## src/rtl/gpr_wb_arb_pkg.sv

```systemverilog
// Shared CPU constants for the GPR write-back path: requester set, register
// file geometry and the scoreboard counter type.
package gpr_wb_arb_pkg;

  localparam int NREQ       = 3;
  localparam int AW         = 5;
  localparam int DW         = 32;
  localparam int NREGS      = 1 << AW;

  localparam int REQ_ALU    = 0;
  localparam int REQ_LOAD   = 1;
  localparam int REQ_MULDIV = 2;

  typedef logic [$clog2(NREQ)-1:0] req_idx_t;
  typedef logic [1:0]              sb_cnt_t;

  localparam sb_cnt_t SB_MAX = 2'd3;

  typedef struct packed {
    logic [AW-1:0] wreg;
    logic [DW-1:0] wd;
  } wb_t;

  // Next requester in round-robin order, wrapping after the last one.
  function automatic req_idx_t rr_next(input req_idx_t idx);
    return (idx == req_idx_t'(REQ_MULDIV)) ? req_idx_t'(REQ_ALU) : idx + req_idx_t'(1);
  endfunction

endpackage

```

## src/rtl/rr_arb3.sv

```systemverilog
// Three-way round-robin arbiter. The pointer holds the requester searched
// first and moves past the winner only when a grant is taken.
module rr_arb3
  import gpr_wb_arb_pkg::*;
(
  input  logic            clk_I,
  input  logic            rst_n_I,
  input  logic [NREQ-1:0] req_I,
  output logic [NREQ-1:0] gnt_O,
  output logic            acc_O
);

  req_idx_t ptr_q;
  req_idx_t idx;
  req_idx_t win;

  // NOTE: every output of a combinational block gets a default first so no latch is inferred.
  always_comb begin
    gnt_O = '0;
    acc_O = 1'b0;
    win   = ptr_q;
    idx   = ptr_q;
    for (int i = 0; i < NREQ; i++) begin
      if (!acc_O && req_I[idx]) begin
        gnt_O[idx] = 1'b1;
        win        = idx;
        acc_O      = 1'b1;
      end
      idx = rr_next(idx);
    end
  end

  // NOTE: registered state uses non-blocking assignments so all flops update together.
  always_ff @(posedge clk_I or negedge rst_n_I) begin
    if (!rst_n_I) begin
      ptr_q <= req_idx_t'(REQ_ALU);
    end else if (acc_O) begin
      ptr_q <= rr_next(win);
    end
  end

endmodule

```

## src/rtl/gpr_wb_arb.sv

```systemverilog
// GPR write-back arbiter: picks one of three write-back sources per cycle,
// registers the register-file write, and tracks outstanding writes per register.
module gpr_wb_arb
  import gpr_wb_arb_pkg::*;
(
  input  logic               clk_I,
  input  logic               rst_n_I,
  input  logic [NREQ-1:0]    req_I,
  input  logic [NREQ*AW-1:0] wreg_I,
  input  logic [NREQ*DW-1:0] wd_I,
  output logic [NREQ-1:0]    gnt_O,
  output logic               RegWrite_O,
  output logic [AW-1:0]      Wreg_O,
  output logic [DW-1:0]      WD_O,
  input  logic               issue_I,
  input  logic [AW-1:0]      issue_reg_I,
  input  logic [AW-1:0]      chk_a_I,
  input  logic [AW-1:0]      chk_b_I,
  output logic               busy_a_O,
  output logic               busy_b_O,
  output logic               err_O
);

  logic    accept;
  wb_t     win;
  sb_cnt_t cnt_q [NREGS];
  logic    inc_en, dec_en, same_reg, ovf, unf;

  rr_arb3 u_arb (
    .clk_I   (clk_I),
    .rst_n_I (rst_n_I),
    .req_I   (req_I),
    .gnt_O   (gnt_O),
    .acc_O   (accept)
  );

  always_comb begin
    win = '0;
    for (int k = 0; k < NREQ; k++) begin
      if (gnt_O[k]) begin
        win.wreg = wreg_I[k*AW +: AW];
        win.wd   = wd_I[k*DW +: DW];
      end
    end
  end

  // An accept targeting r0 is consumed silently; address/data keep their last write.
  always_ff @(posedge clk_I or negedge rst_n_I) begin
    if (!rst_n_I) begin
      RegWrite_O <= 1'b0;
      Wreg_O     <= '0;
      WD_O       <= '0;
    end else begin
      RegWrite_O <= accept && (win.wreg != '0);
      if (accept && (win.wreg != '0)) begin
        Wreg_O <= win.wreg;
        WD_O   <= win.wd;
      end
    end
  end

  // Issue and retire of the same register in one cycle cancel out.
  always_comb begin
    inc_en   = issue_I && (issue_reg_I != '0);
    dec_en   = RegWrite_O && (Wreg_O != '0);
    same_reg = inc_en && dec_en && (issue_reg_I == Wreg_O);
    ovf      = inc_en && !same_reg && (cnt_q[issue_reg_I] == SB_MAX);
    unf      = dec_en && !same_reg && (cnt_q[Wreg_O] == '0);
  end

  // NOTE: the counter array is cleared by reset because busy_*_O must read 0 straight out of reset.
  always_ff @(posedge clk_I or negedge rst_n_I) begin
    if (!rst_n_I) begin
      for (int r = 0; r < NREGS; r++) cnt_q[r] <= '0;
      err_O <= 1'b0;
    end else begin
      err_O <= err_O | ovf | unf;
      if (!same_reg) begin
        if (inc_en && !ovf) cnt_q[issue_reg_I] <= cnt_q[issue_reg_I] + 2'd1;
        if (dec_en && !unf) cnt_q[Wreg_O]      <= cnt_q[Wreg_O] - 2'd1;
      end
    end
  end

  assign busy_a_O = (chk_a_I != '0) && (cnt_q[chk_a_I] != '0);
  assign busy_b_O = (chk_b_I != '0) && (cnt_q[chk_b_I] != '0);

endmodule
```

## config.mk

```make
export PLATFORM = sky130hd
export DESIGN_NAME = gpr_wb_arb
export DESIGN_NICKNAME = d
export VERILOG_FILES = /design/src/rtl/gpr_wb_arb_pkg.sv /design/src/rtl/rr_arb3.sv /design/src/rtl/gpr_wb_arb.sv
export SDC_FILE = /design/constraint.sdc
export NUM_CORES = 1
export LEC_CHECK = 0
export CORE_MARGIN = 2
export CORE_UTILIZATION = 55
export DETAILED_ROUTE_END_ITERATION = 12
export GPL_TIMING_DRIVEN = 0
export PLACE_DENSITY = 0.91
export SLEW_MARGIN = 20
export SYNTH_ARGS = -nofsm -noshare
export SYNTH_HDL_FRONTEND = slang
export SYNTH_SLANG_ARGS = --single-unit
```

## constraint.sdc

```tcl
create_clock -name clk_I -period 7.8 [get_ports clk_I]
set_clock_uncertainty 0.15 [all_clocks]
set_input_delay 0.78 -clock clk_I [delete_from_list [all_inputs] [get_ports clk_I]]
set_output_delay 0.78 -clock clk_I [all_outputs]
set_load 0.02 [all_outputs]
```

* Word-level counts from Yosys, hierarchy flattened *
Cells that the tools add are included.

operators by class
  $add $sub $neg = 5
  magnitude comparators = 12
  equal/unequal tests = 5
  multiplexer cells = 47
  bitwise gates (word level) = 8
  reductions and logical operators = 33

operators by type and width
  cell                                                        count
  two-way mux 64 bit                                          3
  bitwise mux 64 bit                                          2
  two-way mux 37 bit                                          3
  binary-select mux 2 bit (select 5 bit)                      4
  two-way mux 2 bit                                           15
  nonzero test 5 bit                                          5
  >= comparator 6 bit, second input constant                  4
  inverter 5 -> 6 bit                                         4
  demux 2 bit (select 5 bit)                                  2
  logical AND 1 bit                                           20
  less-than comparator 6 x 1 -> 1 bit, second input constant  2
  less-than comparator 2 x 3 -> 1 bit, second input constant  3
  two-way mux 1 bit                                           9
  two-way mux 3 bit                                           3
  adder 2 x 1 -> 2 bit, second input constant                 4
  equality test 2 bit, second input constant                  4
  binary-select mux 1 bit (select 2 bit)                      3
  demux 1 bit (select 2 bit)                                  3
  >= comparator 2 x 1 -> 1 bit, second input constant         3
  OR 3 bit                                                    2
  equality test 5 bit                                         1
  logical NOT 1 bit                                           5
  nonzero test 2 bit                                          2
  logical NOT 2 bit                                           1
  other kinds (2)                                             3

word-level totals
  register bits after elaboration = 105
  input port bits = 132
  output and inout bits = 44
  word-level logic and storage cells = 147

* Logic depth before layout (Yosys ltp) *
Gate-level depths: netlist (run 1).

  depth after elaboration = 15
  mapped depth = 15
  mapped depth without buffers = 12

* Cells and area by module *
A second synthesis (run 1) with hierarchy kept.

unflattened totals
  cell total of the unflattened synthesis = 931
  area total of the unflattened synthesis = 7855.0 µm²

modules (own cells, without submodules)
  module      times used  cells each  area an instance (µm²)  sequential area each (µm²)
  gpr_wb_arb  1           910         7702.4                  2577.5
  rr_arb3     1           21          152.6                   50.0

* Worst setup path after synthesis (run 1) *
OpenSTA, ideal clock, no wires.

  path type = in2reg
  from = input port issue_reg_I[0]
  to = register cnt_q[1] (netlist name)
  setup time = 0.127 ns
  arrival time = 3.708 ns
  data required time = 7.523 ns
  slack = 3.816 ns
  cell stages on the path = 13
  path buffers = 3
  path through = buf_1 -> buf_1 -> mux4_2 -> a22oi_1 -> nand4_1 -> ha_1 -> inv_1 -> a31oi_4 -> or3b_1 -> buf_2 -> nor3_1 -> a31oi_1 -> o2bb2a_1

on the way
  longest elaborated chain between the ends = 13
  elaborated cells on any way between the ends = 30
  classes of those cells = add/sub: 1; order compare: 2; eq/ne: 2; mux: 10; bitwise: 1; reduce/logical: 14

RTL lines
  element                                                                        RTL line          RTL
  from (decl)                                                                    gpr_wb_arb.sv:16  input logic [AW-1:0] issue_reg_I,
  parallel branches: the longest is 13 deep, another holds adder 2 x 1 -> 2 bit  --
  to (signal, indexed assignment)                                                gpr_wb_arb.sv:79  if (inc_en && !ovf) cnt_q[issue_reg_I] <= cnt_q[issue_reg_I] + 2'd1;
  to (signal, indexed assignment)                                                gpr_wb_arb.sv:80  if (dec_en && !unf) cnt_q[Wreg_O] <= cnt_q[Wreg_O] - 2'd1;
  to (decl)                                                                      gpr_wb_arb.sv:26  sb_cnt_t cnt_q [NREGS];

Several ways; the timed one is not identified. The select of a mux whose other input is x is not followed.
A chain may end at the register's enable or synchronous reset.

* Worst setup path after layout (run 1) *
  from = input port issue_reg_I[0]
  to = register cnt_q[40] (netlist name)

Same word-level chain as after synthesis.

==> out/results.tsv, run 1 <==
metric	value	unit
p_total	3.496	mW
maxCapViolations	0	
status	finished, violations left	
totalWireLength	31400	um
async_flop_share	100.0	%
synth_top_cells_by_count	dfrtp_1 (105), nand2_1 (95), mux2i_1 (62)	
yosysMostFrequentCell	dfrtp_1	
layout_min_cycle_time	5.542	ns
ys.flop_type	dfrtp_1	
finalSetupViolCount	0	
root_buffer	clkbuf_16	
worstMarginPinSlew	0.9616	ns
layout.cells.non_filler	1174	
cts_inserted_buffers	9	
overflow	0	
dp_hpwl	23790	um
cp_slowest_stage_delay	0.74	ns
area_growth	29.76	%
r2r_setup_slack	2.84	ns
fin_util	73.40	%
synth_top_area_share	34.94	%
detail-route-antenna-nets	0	
yosys_register_bits	105	
reg2reg_from	Wreg_O[1]	
startpoint_type	input port	
dr_wl_met3	5069	um
maxUsedRoutingLayer	met4	
violations	DRC	
numPortBuffers	171	
slowest_stage	buf_1	
reg2regPathDepth	14	
final-max-slew-violation-count	0	
drive_gt1_share	8.417	%
grt_max_degree	57	
synthCells	811	
worstSetupPathType	input port to flop	
cts_hold_buf	0	
synth_cell_types	66	
crit_chain	clkdlybuf4s50_1 > buf_1 > buf_1 > mux4_2 > a22oi_1 > nand4_1 > ha_1 > inv_1 > a31oi_4 > nor3_1 > nand4_1 > o221ai_1	
r2r-end	cnt_q[2]	
p_leak	3.761	nW
synth-seq-area-share	34.94	%
wl_met2	13420	um
netlist_area	7521	sq um
syn_area_per_cell	9.274	sq um
path_max_fanout	10	
place.gp.congestion	1.112	
slew_headroom	35.40	%
worstPathArrival	5.66	ns
post-route-drc-count	1	
synthTopCellsByArea	dfrtp_1 (35%), mux2i_1 (8.3%), mux4_2 (7.2%)	
htree_levels	3	
hold_class	input port to asynchronous set/reset pin	
ir_drop	185.2	uV
core	13300	sq um
ctsLongestPathBuffers	2	
rows	42	
period_share	71.05	%
cts_setup_buffers	0	
synth_nets	945	
routedWlPerCell	26.75	um
cts_resized	0	
fmax	0.1804	GHz
start_util	56.57	%
clkLatencyLatePin	0.38	ns
dp.cells	1159	
drt_iter0_drc	1652	
wl_met1	11370	um
die_y	120.9	um
drt_pre_antenna_iters	13	
nNetsFinal	1128	
cts_tree	built	
vias	8547	
p_per_area	358.2	nW/um^2
grt_pass1_wl	47380	um
antenna_found_initial	1	
synth_edf_count	0	
rsz0062_at_grt	no	
clk_pin_slew_worst_paths	0.08	ns
antenna_cells	0	
required	7.92	ns
groute.usage.overall	43.51	%
hold_viol	0	
critPathCaptureType	flop	
die-area	14630	sq um
cts_num_sinks	105	
vias_per_cell	7.280	
fin_tns_setup	0	ns
synth_top_cell_by_area	dfrtp_1	
yosysWarnings	0	
die_x	120.9	um
ios	176	
grt_pass1_vias	8283	
==> routing by layer <==
| metal | track usage, % | vias up |
|---|---|---|
| met5 | 0 | - |
| met4 | 18.39 | 0 |
| met3 | 19.22 | 166 |
| met2 | 63.66 | 788 |
| met1 | 56.04 | 4040 |
| li1 | - | 3553 |
==> cell type report <==
cell class                      instances  area, sq um
Fill cell                             972         3536
Tap cell                              176        220.2
Inverter                               41        153.9
Multi-Input combinational cell        592         4394
Clock buffer                           10        229.0
Clock inverter                          5        43.79
Buffer                                 73        350.3
Sequential cell                       105         2628
Timing Repair Buffer                  172         1740
==> cells in the final DEF (no fill, tap or decap), types with 7 or more instances in the layout <==
cell,synthesis,layout
clkdlybuf4s50_1,0,170
dfrtp_1,105,105
nand2_1,95,95
mux2i_1,62,62
o221ai_1,59,59
nor2_1,58,58
inv_1,40,40
clkbuf_1,37,38
a222oi_1,36,36
nor3_1,34,34
a21oi_1,32,32
buf_2,25,25
mux4_2,24,24
a32oi_1,22,22
o21ai_0,17,17
a211oi_1,16,16
nand3_1,14,14
a22oi_1,10,10
clkbuf_16,0,9
nand2b_1,8,8
nand3b_1,7,7
o32ai_1,7,7
==> how the worst max path moves through the flow <==
stage / from / endpoint / slack [ns] / cells after the start
floorplan: issue_reg_I[0] / cnt_q[1] / 3.82 / 13
global placement: issue_reg_I[0] / cnt_q[17] / 1.58 / 12
detailed placement: issue_reg_I[0] / cnt_q[40] / 2.13 / 12
CTS: issue_reg_I[0] / cnt_q[40] / 2.50 / 12
global route: issue_reg_I[0] / cnt_q[8] / 2.21 / 12
finish: issue_reg_I[0] / cnt_q[40] / 2.26 / 12
==> kinds of logic after synthesis <==
family	share of synthesized area, %
AND/OR/NAND/NOR	16.85
adder cells (fa/ha/maj)	0.3327
flip-flops	34.94
buffers and inverters	6.704
AO/OA/AOI/OAI	25.15
multiplexers	15.44
XOR/XNOR	0.5824
==> critical path, delay by kind of cell <==
family,cells,cell delay [ns]
buffers and inverters,4,2.01
and+or+nand+nor,3,1.21
muxes,1,0.64
adders and majority gates,1,0.28
AOI/OAI and AO/OA,3,0.72
==> per-stage QoR <==
| stage | setup slack, ns | hold slack (ns) | area, sq um |
|---|---|---|---|
| after floorplan | 3.816 | 0.2913 | 7521 |
| after global placement | 1.577 | 0.3144 | 9453 |
| after CTS | 2.503 | 0.2147 | 9759 |
| after global routing | 2.211 | 0.2272 | 9759 |
| final | 2.258 | 0.1914 | 9759 |
| after detailed placement | 2.132 | 0.3135 | 9487 |
==> sequential cells by signal, summed over array words and instances, names as in the netlist <==
register and count:
cnt_q 64, RegWrite_O 1, Wreg_O 5, WD_O 32
err_O 1, u_arb.ptr_q 2
==> power breakdown <==
group | total [mW] | switching (mW) | internal, mW
Sequential | 1.11 | 0.340 | 0.771
Clock | 0.451 | 0.233 | 0.219
Combinational | 1.93 | 1.16 | 0.779
No activity file was read; power rests on OpenSTA's default activity.
==> inputs of run 2 (changes only) <==
--- a/config.mk
+++ b/config.mk
@@ -6,10 +6,10 @@
 export NUM_CORES = 1
 export LEC_CHECK = 0
 export CORE_MARGIN = 2
-export CORE_UTILIZATION = 55
+export CORE_UTILIZATION = 51
 export DETAILED_ROUTE_END_ITERATION = 12
 export GPL_TIMING_DRIVEN = 0
-export PLACE_DENSITY = 0.91
+export PLACE_DENSITY = 0.85
 export SLEW_MARGIN = 20
 export SYNTH_ARGS = -nofsm -noshare
 export SYNTH_HDL_FRONTEND = slang
==> constraint.sdc (replaced) <==
create_clock -name clk_I -period 5.6 [get_ports clk_I]
set_clock_uncertainty 0.15 [all_clocks]
set_input_delay 0.56 -clock clk_I [delete_from_list [all_inputs] [get_ports clk_I]]
set_output_delay 0.56 -clock clk_I [all_outputs]
set_load 0.02 [all_outputs]
==> run 2 against run 1 <==
Utilization is 5.4 points lower. Largest power group unchanged. Setup slack worse by 2.0 ns. Critical endpoint is now cnt_q[39]. Cell area is 0.85% higher. Sequential power is 34% higher. Cell count is 0.85% higher. Via count is 3.1% lower. The run now ends clean. Global-route usage is 4.3 points lower.
==> out/results.tsv, run 2 (synthesized netlist as in run 1, its figures left out) <==
metric	value	unit
status	complete, no violations	
clkLatencyLatePin	0.36	ns
fin_tns_setup	0	ns
top_regs	cnt_q: 64 flops, WD_O: 32 flops, Wreg_O: 5 flops	
p_leak	3.791	nW
critPathTopFamily	buffers and inverters	
p_per_area	501.2	nW/um^2
reg2regPathDepth	14	
die_x	125.4	um
layout_min_cycle_time	5.304	ns
num-fill-cells	1154	
clk_pin_slew_worst_paths	0.07	ns
cp_slowest_stage_delay	0.72	ns
groute.usage.overall	39.22	%
hold_viol	0	
place.gp.congestion	1.070	
final-max-slew-violation-count	0	
worstPathArrival	5.42	ns
drt_pre_antenna_iters	7	
ios	176	
rsz0062_at_grt	no	
hold_class	flop to flop	
htree_levels	3	
placed_area	9497	sq um
design_area	9842	sq um
cts_inserted_buffers	9	
power.switching	2.361	mW
required	5.72	ns
cts_setup_buffers	0	
vias	8281	
cts_num_sinks	105	
grt_pass1_vias	8091	
crit_top_cell	buf_1	
top_register	cnt_q	
period_share	94.71	%
root_buffer	clkbuf_16	
startpoint_type	input port	
start_util	51.94	%
core	14480	sq um
internal_power	2.572	mW
grt_pass1_wl	47330	um
power.share.clock	14.8	%
ir_drop	336.1	uV
area_growth	30.86	%
critPathCaptureType	flop	
routedWlPerCell	26.21	um
antenna_found_initial	0	
drt_iter0_drc	1377	
cp.depth	12	
fmax	0.1885	GHz
dp.cells	1167	
layout.cells.non_filler	1184	
timing.critical_path.buf_inv	5	
largest_reg_flops	64	
maxCapViolations	0	
numPortBuffers	171	
overflow	0	
vias_per_cell	6.994	
die_y	125.4	um
dp_hpwl	23450	um
crit_chain	clkdlybuf4s50_1 > buf_1 > buf_1 > mux4_2 > a22oi_1 > nand4_1 > ha_1 > clkbuf_1 > nand2_1 > a311oi_1 > inv_1 > o221ai_1	
comb_power_share	55.0	%
nNetsFinal	1129	
worstSetupPathType	input port to flop	
pwr-share-seq	30.2	%
final_cell_mix	clkdlybuf4s50_1 (170), dfrtp_1 (105), nand2_1 (95), mux2i_1 (62), o221ai_1 (59)	
ctsLongestPathBuffers	2	
cts_hold_buf	1	
grt_max_degree	65	
cts_resized	0	
path_max_fanout	10	
detail-route-antenna-nets	0	
die-area	15730	sq um
rows	44	
layout_commonest_cell	clkdlybuf4s50_1	
worstMarginPinSlew	1.020	ns
cts_tree	built	
min_path_cells	1	
slowest_stage	buf_1	
antenna_cells	0	
drive_gt1_share	8.600	%
totalWireLength	31040	um
swShare	47.86	%
post-route-drc-count	0	
finalSetupViolCount	0	
slew_headroom	31.51	%
p_total	4.932	mW
## run 2: layout make-up
cell class / count / area, sq um / share of cell area, %
Timing Repair Buffer: 173 / 1750 / 17.79
Multi-Input combinational cell: 592 / 4394 / 44.65
Tap cell: 184 / 230.2 / 2.339
Clock buffer: 10 / 239.0 / 2.428
Sequential cell: 105 / 2628 / 26.70
Inverter: 41 / 153.9 / 1.564
Buffer: 73 / 350.3 / 3.560
Clock inverter: 6 / 96.34 / 0.9789
## run 2: final timing paths
kind	slack, ns	startpoint	endpoint
setup reg to reg	0.60	Wreg_O[1]	cnt_q[10]
setup / recovery	0.30	issue_reg_I[0]	cnt_q[39]
hold / removal	0.33	err_O	err_O
min in group asynchronous	0.55	rst_n_I	WD_O[12]
max in group asynchronous	4.09	rst_n_I	cnt_q[22]
hold reg to reg	0.33	err_O	err_O
## run 2: worst reg2reg max path, delay by kind of cell, from the launching register on
kind                       cells  cell delay (ns)
DFF                            1             0.41
adders and majority gates      1             0.29
muxes                          1             0.42
and+or+nand+nor                3             0.39
AOI/OAI and AO/OA              5             1.32
buffers and inverters          4             1.87
## run 2: power by group through the flow
stage	registers [mW]	clock network [mW]	logic, mW
floorplan	1.45	0	1.53
global placement	1.46	0	2.58
detailed placement	1.47	0	2.60
CTS	1.46	0.731	2.62
global route	1.51	0.757	2.85
finish	1.49	0.729	2.71
## run 2: metal layers
metal / vias to the layer above / wire (um) / track usage [%]
met2: 660 / 13460 / 58.31
met5: - / 0 / 0
met3: 125 / 3985 / 11.85
met1: 3952 / 11900 / 52.60
li1: 3544 / - / -
met4: 0 / 1682 / 18.43
## run 2: through the flow
step	util (%)	hold slack (ns)	setup slack [ns]
2_1_floorplan	-	0.1144	1.836
3_3_place_gp	65.36	0.3091	-0.2905
3_5_place_dp	65.59	0.3164	0.1273
4_1_cts	67.97	0.3370	0.4906
5_1_grt	67.97	0.3564	0.01517
6_report	67.97	0.3287	0.2963
==> inputs of run 3 (changes only) <==
--- a/config.mk
+++ b/config.mk
@@ -5,12 +5,14 @@
 export SDC_FILE = /design/constraint.sdc
 export NUM_CORES = 1
 export LEC_CHECK = 0
+export ABC_CLOCK_PERIOD_IN_PS = 5600
+export CELL_PAD_IN_SITES_DETAIL_PLACEMENT = 0
+export CELL_PAD_IN_SITES_GLOBAL_PLACEMENT = 2
 export CORE_MARGIN = 2
-export CORE_UTILIZATION = 51
+export CORE_UTILIZATION = 31
 export DETAILED_ROUTE_END_ITERATION = 12
 export GPL_TIMING_DRIVEN = 0
-export PLACE_DENSITY = 0.85
-export SLEW_MARGIN = 20
+export PLACE_DENSITY = 0.86
 export SYNTH_ARGS = -nofsm -noshare
 export SYNTH_HDL_FRONTEND = slang
 export SYNTH_SLANG_ARGS = --single-unit
==> run 3 against run 2 <==
Clock-buffer cell count shrank 1. Setup slack improved by 0.061 ns. Highest routed layer unchanged. Power is 0.92% lower. Clock power shrank 9.6%. Via count decreased by 1.9%. Cell count rose by 12%. Sequential power about the same. Wire length grew 6.9%. Global-route usage decreased by 13 points. Hold slack worse by 0.24 ns.
==> out/results.tsv, run 3 (synthesized netlist as in run 1, its figures left out) <==
metric	value	unit
status	complete, no violations	
slew_headroom	29.71	%
grt_max_degree	59	
final-max-slew-violation-count	0	
cts_setup_buffers	0	
routedWlPerCell	25.07	um
timing.critical_path.buf_inv	4	
period_share	93.61	%
hold_viol	0	
r2r-end	cnt_q[3]	
worstSetupPathType	input port to flop	
post-route-drc-count	0	
htree_levels	3	
dp_hpwl	25500	um
holdWs	0.08381	ns
maxCapViolations	0	
largest_reg_flops	64	
nNetsFinal	1128	
grt_pass1_vias	8200	
hold_class	input port to asynchronous set/reset pin	
core	24030	sq um
layout_commonest_cell	clkdlybuf4s50_1	
layout_min_cycle_time	5.242	ns
ir_drop	188.3	uV
die-area	25520	sq um
path_max_fanout	10	
layout.cells.non_filler	1323	
slowest_stage	buf_1	
ctsLongestPathBuffers	2	
required	5.72	ns
drt_iter0_drc	899	
totalWireLength	33170	um
antenna_cells	0	
die_x	159.8	um
ios	176	
cts_num_sinks	105	
p_per_area	490.5	nW/um^2
vias	8127	
setup_ws	0.3577	ns
startpoint_type	input port	
clkLatencyLatePin	0.38	ns
groute.usage.overall	25.94	%
cts_tree	built	
dp.cells	1307	
worstPathArrival	5.36	ns
vias_per_cell	6.143	
finalSetupViolCount	0	
top_register	cnt_q	
area_growth	32.47	%
rows	57	
drt_pre_antenna_iters	7	
drive_gt1_share	8.609	%
overflow	0	
grt_pass1_wl	50200	um
p_leak	3.772	nW
fin_tns_setup	0	ns
cp_slowest_stage_delay	0.75	ns
numPortBuffers	171	
worstMarginPinSlew	1.054	ns
detail-route-antenna-nets	0	
cts_inserted_buffers	9	
clk_pin_slew_worst_paths	0.08	ns
final_cell_mix	clkdlybuf4s50_1 (170), dfrtp_1 (105), nand2_1 (95), mux2i_1 (62), o221ai_1 (59)	
reg2reg_from	Wreg_O[1]	
antenna_found_initial	0	
crit_chain	clkdlybuf4s50_1 > buf_1 > buf_1 > mux4_2 > a22oi_1 > nand4_1 > ha_1 > inv_1 > a31oi_4 > nor3_1 > nand4_1 > o221ai_1	
r2r_setup_slack	0.40	ns
critPathCaptureType	flop	
rsz0062_at_grt	no	
fmax	0.1908	GHz
critPathTopFamily	buffers and inverters	
top_regs	cnt_q: 64 flops, WD_O: 32 flops, Wreg_O: 5 flops	
start_util	31.29	%
root_buffer	clkbuf_16	
dp_worst_setup_slack	-0.4091	ns
place.gp.congestion	0.9475	
reg2regPathDepth	14	
die_y	159.8	um
## run 3: cell count changes in the layout (fill, tap and decap cells not counted), sizes merged
cell	previous run	this run
bufinv	2	0
clkinv	0	2
inv	44	46
clkbuf	47	46
clkinvlp	1	0
dlygate4sd3	1	0
## run 3: routing by layer
layer,up-vias,routed length [um],track usage (%)
met3,95,3029,6.234
met4,0,1727,13.72
li1,3553,-,-
met5,-,0,0
met1,3976,13040,32.30
met2,503,15380,41.74
## run 3: worst max path at each step
stage,start,to,slack [ns],cells after the start
2_1_floorplan,issue_reg_I[0],cnt_q[1],1.84,13
3_3_place_gp,rst_n_I,WD_O[30],-0.44,1
3_5_place_dp,issue_reg_I[0],cnt_q[17],-0.41,12
4_1_cts,issue_reg_I[0],cnt_q[8],0.47,12
5_1_grt,issue_reg_I[0],cnt_q[8],0.14,12
6_report,issue_reg_I[0],cnt_q[8],0.36,12
## run 3: what timing repair did
item                                    CTS  global route
endpoints found under the setup margin    2             0
resized for setup                         1             0
hold buffers                              0             0
## run 3: metrics by stage
step	utilization [%]	area, sq um	total power, mW
6_report	41.45	9963	4.887
5_1_grt	41.45	9963	5.130
4_1_cts	41.45	9963	4.825
3_5_place_dp	40.21	9663	4.155
3_3_place_gp	40.10	9638	4.154
2_1_floorplan	-	7521	2.975
## run 3: cell type report
cell class | count | area [sq um]
fill | 2471 | 14070
multi-input combinational | 592 | 4394
sequential | 105 | 2628
timing repair buffer | 172 | 1737
tap | 324 | 405.4
buffer | 73 | 350.3
clock buffer | 9 | 225.2
inverter | 41 | 153.9
clock inverter | 7 | 70.07
## run 3: power breakdown
part           switching, mW  internal, mW
clock network          0.342         0.317
logic                   1.63          1.09
registers              0.439          1.07
